File: config.mk
export PLATFORM = sky130hd
export DESIGN_NAME = spi_sram_responder_flat
export DESIGN_NICKNAME = d
export VERILOG_FILES = /design/src/rtl/spi_sram_responder_if.sv /design/src/rtl/spi_sram_responder.sv /design/src/flat_wrapper.sv
export SDC_FILE = /design/constraint.sdc
export NUM_CORES = 2
export LEC_CHECK = 0
export ABC_AREA = 1
export CORE_AREA = 2 2 429 431
export CTS_CLUSTER_SIZE = 8
export DETAILED_ROUTE_END_ITERATION = 12
export DIE_AREA = 0 0 431 433
export SKIP_LAST_GASP = 1
export SYNTH_ARGS = -nofsm -noshare
export SYNTH_HDL_FRONTEND = slang
export SYNTH_SLANG_ARGS = --single-unit
File: constraint.sdc
create_clock -name clk -period 7.8 [get_ports clk]
set_input_delay 1.56 -clock clk [delete_from_list [all_inputs] [get_ports clk]]
set_output_delay 1.56 -clock clk [all_outputs]
set_load 0.1 [all_outputs]
File: src/rtl/spi_sram_responder_if.sv
// SPI link between a serial-SRAM controller (master) and the responder (slave).
// Mode 0 wiring: sclk idles low, cs active-low, MSB first.
interface spi_sram_responder_if;
    logic sclk;
    logic cs;
    logic mosi;
    logic miso;

    modport master (output sclk, output cs, output mosi, input miso);
    modport slave  (input sclk, input cs, input mosi, output miso);
endinterface

File: src/rtl/spi_sram_responder.sv
// Serial-SRAM responder: decodes READ 0x03 / WRITE 0x02 with 16/24-bit address over
// SPI mode 0, backs them with an internal byte array and supports burst access.
module spi_sram_responder #(
    parameter int ADDR_BITS = 8
) (
    input  logic                    clk,
    input  logic                    rst,
    spi_sram_responder_if.slave     spi,
    input  logic                    addr_24bit,
    output logic                    busy,
    output logic                    wr_strobe,
    output logic [ADDR_BITS-1:0]    wr_addr,
    output logic [7:0]              wr_data
);

    typedef enum logic [2:0] {
        IDLE, COMMAND, ADDRESS, WRITE_DATA, READ_DATA, IGNORE
    } state_t;

    state_t               state_q, state_d;
    logic [4:0]           bit_cnt_q, bit_cnt_d;
    logic [7:0]           shift_q, shift_d;
    logic [7:0]           tx_q, tx_d;
    logic [ADDR_BITS-1:0] addr_q, addr_d;
    logic                 is_read_q, is_read_d;
    logic                 addr24_q, addr24_d;
    logic                 sclk_q, sclk_d;
    logic                 miso_q, miso_d;
    logic                 busy_q, busy_d;
    logic                 wr_strobe_q, wr_strobe_d;
    logic [ADDR_BITS-1:0] wr_addr_q, wr_addr_d;
    logic [7:0]           wr_data_q, wr_data_d;

    // Contents are deliberately not reset; they persist across transactions and rst.
    logic [7:0]           mem [2**ADDR_BITS];
    logic [7:0]           rd_byte;
    logic [7:0]           rx_byte;
    logic                 mem_we;
    logic                 rise, fall;
    logic [4:0]           addr_last;

    assign rise      = spi.sclk & ~sclk_q;
    assign fall      = ~spi.sclk & sclk_q;
    assign rd_byte   = mem[addr_q];
    assign rx_byte   = {shift_q[6:0], spi.mosi};
    assign addr_last = addr24_q ? 5'd23 : 5'd15;

    always_comb begin
        state_d     = state_q;
        bit_cnt_d   = bit_cnt_q;
        shift_d     = shift_q;
        tx_d        = tx_q;
        addr_d      = addr_q;
        is_read_d   = is_read_q;
        addr24_d    = addr24_q;
        sclk_d      = spi.sclk;
        miso_d      = miso_q;
        wr_strobe_d = 1'b0;
        wr_addr_d   = wr_addr_q;
        wr_data_d   = wr_data_q;
        mem_we      = 1'b0;

        // Deasserted chip select overrides everything, including a coincident rise.
        if (spi.cs) begin
            state_d   = IDLE;
            bit_cnt_d = '0;
            miso_d    = 1'b0;
        end else begin
            case (state_q)
                IDLE: begin
                    state_d   = COMMAND;
                    bit_cnt_d = '0;
                    addr24_d  = addr_24bit;
                    miso_d    = 1'b0;
                end
                COMMAND: begin
                    if (rise) begin
                        shift_d = rx_byte;
                        if (bit_cnt_q == 5'd7) begin
                            bit_cnt_d = '0;
                            if (rx_byte == 8'h03) begin
                                is_read_d = 1'b1;
                                state_d   = ADDRESS;
                            end else if (rx_byte == 8'h02) begin
                                is_read_d = 1'b0;
                                state_d   = ADDRESS;
                            end else begin
                                state_d   = IGNORE;
                            end
                        end else begin
                            bit_cnt_d = bit_cnt_q + 5'd1;
                        end
                    end
                end
                ADDRESS: begin
                    if (rise) begin
                        addr_d = {addr_q[ADDR_BITS-2:0], spi.mosi};
                        if (bit_cnt_q == addr_last) begin
                            bit_cnt_d = '0;
                            state_d   = is_read_q ? READ_DATA : WRITE_DATA;
                        end else begin
                            bit_cnt_d = bit_cnt_q + 5'd1;
                        end
                    end
                end
                WRITE_DATA: begin
                    if (rise) begin
                        shift_d = rx_byte;
                        if (bit_cnt_q == 5'd7) begin
                            bit_cnt_d   = '0;
                            mem_we      = ~rst;
                            wr_strobe_d = 1'b1;
                            wr_addr_d   = addr_q;
                            wr_data_d   = rx_byte;
                            addr_d      = addr_q + 1'b1;
                        end else begin
                            bit_cnt_d = bit_cnt_q + 5'd1;
                        end
                    end
                end
                READ_DATA: begin
                    if (rise) begin
                        if (bit_cnt_q == 5'd7) begin
                            bit_cnt_d = '0;
                            addr_d    = addr_q + 1'b1;
                        end else begin
                            bit_cnt_d = bit_cnt_q + 5'd1;
                        end
                    end
                    // First fall of each byte fetches it; later falls shift it out.
                    if (fall) begin
                        if (bit_cnt_q == 5'd0) begin
                            miso_d = rd_byte[7];
                            tx_d   = {rd_byte[6:0], 1'b0};
                        end else begin
                            miso_d = tx_q[7];
                            tx_d   = {tx_q[6:0], 1'b0};
                        end
                    end
                end
                default: begin
                    miso_d = 1'b0;
                end
            endcase
        end

        busy_d = (state_d != IDLE);
    end

    always_ff @(posedge clk) begin
        if (rst) begin
            state_q     <= IDLE;
            bit_cnt_q   <= '0;
            shift_q     <= '0;
            tx_q        <= '0;
            addr_q      <= '0;
            is_read_q   <= 1'b0;
            addr24_q    <= 1'b0;
            sclk_q      <= 1'b0;
            miso_q      <= 1'b0;
            busy_q      <= 1'b0;
            wr_strobe_q <= 1'b0;
            wr_addr_q   <= '0;
            wr_data_q   <= '0;
        end else begin
            state_q     <= state_d;
            bit_cnt_q   <= bit_cnt_d;
            shift_q     <= shift_d;
            tx_q        <= tx_d;
            addr_q      <= addr_d;
            is_read_q   <= is_read_d;
            addr24_q    <= addr24_d;
            sclk_q      <= sclk_d;
            miso_q      <= miso_d;
            busy_q      <= busy_d;
            wr_strobe_q <= wr_strobe_d;
            wr_addr_q   <= wr_addr_d;
            wr_data_q   <= wr_data_d;
        end
    end

    always_ff @(posedge clk) begin
        if (mem_we) begin
            mem[addr_q] <= rx_byte;
        end
    end

    assign spi.miso  = miso_q;
    assign busy      = busy_q;
    assign wr_strobe = wr_strobe_q;
    assign wr_addr   = wr_addr_q;
    assign wr_data   = wr_data_q;

endmodule

File: src/flat_wrapper.sv
// flat-port wrapper written by rule: the top's interface ports become plain ports
module spi_sram_responder_flat 
#(
    parameter int ADDR_BITS = 8
)
  (clk, rst, addr_24bit, busy, wr_strobe, wr_addr, wr_data, spi_sclk, spi_cs, spi_mosi, spi_miso);
  spi_sram_responder_if spi_i ();
  input  logic clk;
  input  logic rst;
  input  logic addr_24bit;
  output logic busy;
  output logic wr_strobe;
  output logic [ADDR_BITS-1:0] wr_addr;
  output logic [7:0] wr_data;
  input wire logic [$bits(spi_i.sclk)-1:0] spi_sclk;
  input wire logic [$bits(spi_i.cs)-1:0] spi_cs;
  input wire logic [$bits(spi_i.mosi)-1:0] spi_mosi;
  output wire logic [$bits(spi_i.miso)-1:0] spi_miso;
  assign spi_i.sclk = spi_sclk;
  assign spi_i.cs = spi_cs;
  assign spi_i.mosi = spi_mosi;
  assign spi_miso = spi_i.miso;
  spi_sram_responder #(.ADDR_BITS(ADDR_BITS)) u_core (.clk(clk), .rst(rst), .spi(spi_i), .addr_24bit(addr_24bit), .busy(busy), .wr_strobe(wr_strobe), .wr_addr(wr_addr), .wr_data(wr_data));
endmodule
==> results by group <==
Run status
  • Outcome: finished, final reports clean

Die
  • Core Rows: 157
  • Core ar.: around 0.18 sq mm
  • Die footprint: about 0.19 sq mm
  • Effective utilization at floorplan: a little under half
  • Die X: 431 microns
  • Ports: 25
  • Die height: 433 microns

Pwr
  • Clk pwr share: ~48%
  • Pleak: 32.6 nW
  • Pwr Density: 253 mW/mm^2
  • Pwr Total: 0.0241 W
  • Combinational power share: less than 1%
  • Pint: 0.0195 W
  • Seq pwr share: just over 50%
  • Peak VDD IR: 240 uV
  • Net Switching: 0.00462 W
  • Sw frac: 19.1%

Setup path
  • Setup slack, reg-to-reg: between 3 and 4 ns
  • Worst Setup EP: u_core.mem[198][6]
  • Worst setup path start: spi_sclk
  • CP top delay family: simple AND/OR/NAND/NOR gates
  • Crit-path max FO: 23
  • Max incr delay on CP: 0.76 ns
  • CP Class: in2reg
  • Crit path launch type: input pin
  • CP most frequent cell: inv_2
  • Worst path arrival time: 5.93 ns
  • CP cell instances: clkdlybuf4s50_1 -> inv_1 -> nor2_1 -> inv_2 -> nor2_1 -> inv_2 -> nor2_4 -> inv_2 -> nor3_4 -> inv_2 -> nor4_4 -> nand2_1 -> nor2_1
  • Buffers and inverters on the worst path: 6
  • Slowest cell on crit path: nor2_1
  • Critical Path Stages: 13
  • CP required: 8.34 ns
  • Critical Path End Type: register
  • Critical R2R Launch: u_core.sclk_q
  • R2R Path End: u_core.mem[198][6]
  • Reg2Reg Depth: 11

Timing
  • RSZ-0062 raised after global routing: no
  • Setup violators final: 0
  • Final Hold Slack: ~0.47 ns
  • Fmax: between 150 and 200 MHz
  • Worst-Margin Slew: 1.09 ns
  • Sum of negative setup slack: 0 ns
  • Max Slew Vio Count: 0
  • Final worst-path cycle share: roughly 70%
  • Worst Clk Skew: 0.0678 ns
  • Post-route minimum period: 5.38 ns
  • Setup WS post-layout: 2.42 ns
  • Max_slew headroom: about 28%
  • Final Hold Violating Endpoints: 0

Finish
  • Final net count: 7223
  • Layout cells sized above 1: between 6 and 7%
  • Fill count: 15300
  • Syn-to-layout area delta: 12.2%

Place
  • Hpwl dp: ~130000 microns
  • Gpl congestion: roughly 0.88
  • Setup Slack @ Placement: 1.53 ns
  • I/O Buffers: 24

Detailed routing
  • DR WL/cell: 25.0 microns
  • Avg Vias per Cell: 5.86
  • Via count: 56400
  • Final wirelength: 241000 microns
  • DR iter-0 viols: 7324
  • DRC Markers: 0
  • Detailed-router iteration count before antenna repair: 6
  • Number of nets with antenna violations after routing: 0

Global route
  • First-pass GRT wire length: 351000 microns
  • Vias in the first global route: 54800
  • GR Overflow Total: 0
  • Initial antenna violation count: 9
  • Total GRT Usage: about a quarter
  • Largest net degree at the start of global routing: 201

CTS
  • CTS tree: built
  • CTS clock-pin slew for the worst setup and hold paths: around 0.050 ns
  • Setup Buffers After CTS: 0
  • # resized after CTS: 0
  • CTS Hold Bufs: 0
  • Sink Count: 2108
  • H-tree depth: 5
  • Clk root buf: clkbuf_16
  • CTS Buffer Depth: 4
  • Clock latency on the worst-skew pair: 0.94 ns
  • CTS buffer count: 313

Synth
  • Avg Inst Size Synth: 11.7 sq um
  • Syn Inst Count: 7278
  • Ys async rst share: 0%
  • Synthesized flop and latch total: 2108
  • Sequential element share of the synthesized area: 73.7%
  • Syn. warnings: 0
  • Post-Syn Area: around 0.085 sq mm
  • Main synth FF type: edfxtp_1
  • EDFF count, synth: 2048
  • Syn nets: 7290
  • Yosys cell types: 32

Run
  • Max Cap Violations: 0

Min path
  • HP Class: reg2reg
-- sequential cells by signal, indices dropped and copies added (netlist names), named ones only --
| name | cells |
|---|---|
| u_core.mem | 2048 |
| u_core.addr_q | 8 |
| u_core.wr_addr | 8 |
| u_core.wr_data | 8 |
| u_core.shift_q | 7 |
| u_core.tx_q | 7 |
| u_core.bit_cnt_q | 5 |
| u_core.state_q | 3 |
| u_core.addr24_q | 1 |
| u_core.busy | 1 |
| u_core.is_read_q | 1 |
| u_core.sclk_q | 1 |
| u_core.spi.miso | 1 |
| u_core.wr_strobe | 1 |
-- layer usage --
| layer | vias to the layer above | routed length [microns] | GRT usage, % |
|---|---|---|---|
| met5 | - | 0 | 0 |
| met4 | 0 | 7900 | 9.12 |
| met3 | 451 | 21700 | 5.13 |
| met2 | 2746 | 111000 | 39.8 |
| met1 | 27700 | 100000 | 35.6 |
| li1 | 25600 | - | - |
-- synthesized netlist by cell type (3+ instances only) --
cell / n / area [sq um]
a21oi_1: 44 / 220
a31oi_1: 5 / 31.3
buf_1: 77 / 289
buf_2: 74 / 370
buf_6: 4 / 45.0
clkbuf_1: 337 / 1260
dfxtp_1: 60 / 1200
edfxtp_1: 2048 / 61500
ha_1: 6 / 75.1
inv_1: 49 / 184
inv_2: 8 / 30.0
nand2_1: 2145 / 8050
nand2_2: 4 / 25.0
nand3_1: 2044 / 10200
nand4_1: 4 / 25.0
nor2_1: 301 / 1130
nor2_4: 3 / 33.8
nor3_1: 5 / 25.0
o21ai_0: 43 / 215
-- layout make-up --
cell class,instances,area (sq um),share of cell area (%)
clock buffer,348,8050,8.43
clock inverter,8,95.1,0.0996
timing repair buffer,111,1100,1.15
sequential,2108,62700,65.7
antenna,2,5.00,0.00524
inverter,59,246,0.258
multi-input combinational,4618,20300,21.2
tap,2385,2980,3.12
-- cell usage in the layout (no fill, tap or decap), types with 2 or more instances in the layout --
| cell type | netlist | routed |
|---|---|---|
| nand2_1 | 2145 | 2137 |
| edfxtp_1 | 2048 | 2048 |
| nand3_1 | 2044 | 2037 |
| clkbuf_16 | 0 | 317 |
| nor2_1 | 301 | 301 |
| buf_4 | 1 | 71 |
| dfxtp_1 | 60 | 48 |
| inv_1 | 49 | 47 |
| a21oi_1 | 44 | 44 |
| o21ai_0 | 43 | 43 |
| clkbuf_1 | 337 | 31 |
| clkdlybuf4s50_1 | 0 | 23 |
| buf_12 | 0 | 16 |
| dfxtp_4 | 0 | 11 |
| nand2_2 | 4 | 10 |
| inv_2 | 8 | 7 |
| ha_1 | 6 | 6 |
| nand3_2 | 0 | 5 |
| nor3_1 | 5 | 5 |
| a31oi_1 | 5 | 5 |
| nand4_1 | 4 | 4 |
| clkinv_8 | 0 | 4 |
| nor2_4 | 3 | 3 |
| inv_8 | 0 | 3 |
| inv_6 | 0 | 3 |
| diode_2 | 0 | 2 |
| nor3_2 | 2 | 2 |
| nand2_4 | 0 | 2 |
| nand3_4 | 0 | 2 |
| clkinv_1 | 2 | 2 |
| a221oi_1 | 2 | 2 |
| nor4_1 | 2 | 2 |
-- logic make-up after synthesis --
kind of cell	Yosys count	share of synthesized area, %
adder cells (fa/ha/maj)	6	0.0882
AO/OA/AOI/OAI	99	0.615
buffers and inverters	552	2.58
flip-flops	2108	73.7
AND/OR/NAND/NOR	4513	23.0
-- power groups by stage --
stage / Clock [W] / Combinational [W] / Sequential, W
finish: 0.0116 / 0.000155 / 0.0124
floorplan: 0 / 0.0000158 / 0.0126
global route: 0.0122 / 0.000164 / 0.0124
detailed placement: 0 / 0.000156 / 0.0126
global placement: 0 / 0.000156 / 0.0126
CTS: 0.0117 / 0.000156 / 0.0124
-- metrics by stage --
| step | cells | utilization, % | area, sq um |
|---|---|---|---|
| 6_report | 9639 | 52.4 | 95500 |
| 5_1_grt | 9638 | 52.4 | 95500 |
| 4_1_cts | 9637 | 52.4 | 95500 |
| 3_5_place_dp | 9281 | 48.0 | 87300 |
| 3_3_place_gp | 9281 | 48.0 | 87300 |
| 2_1_floorplan | 7278 | - | 85100 |
-- worst register-to-register path, cell delays in order (launching register included) --
cell and delay, ns:
dfxtp_1 0.31, nor2_1 0.20, inv_2 0.09, nor2_1 0.20
inv_2 0.09, nor2_4 0.15, inv_2 0.11, nor3_4 0.61
inv_2 0.26, nor4_4 0.62, nand2_1 0.75, nor2_1 0.76
-- worst min path at each step --
| stage | from | end | slack, ns | cells past startpoint |
|---|---|---|---|---|
| final | u_core.tx_q[5] | u_core.tx_q[5] | 0.47 | 2 |
| after CTS | u_core.tx_q[2] | u_core.tx_q[2] | 0.47 | 2 |
| after floorplan | u_core.tx_q[7] | u_core.tx_q[7] | 0.44 | 2 |
| after global routing | u_core.tx_q[4] | u_core.tx_q[4] | 0.48 | 2 |
| after detailed placement | u_core.tx_q[2] | u_core.tx_q[2] | 0.46 | 2 |
| after global placement | u_core.tx_q[7] | u_core.tx_q[7] | 0.45 | 2 |
Power figures use the tool's default switching activity.
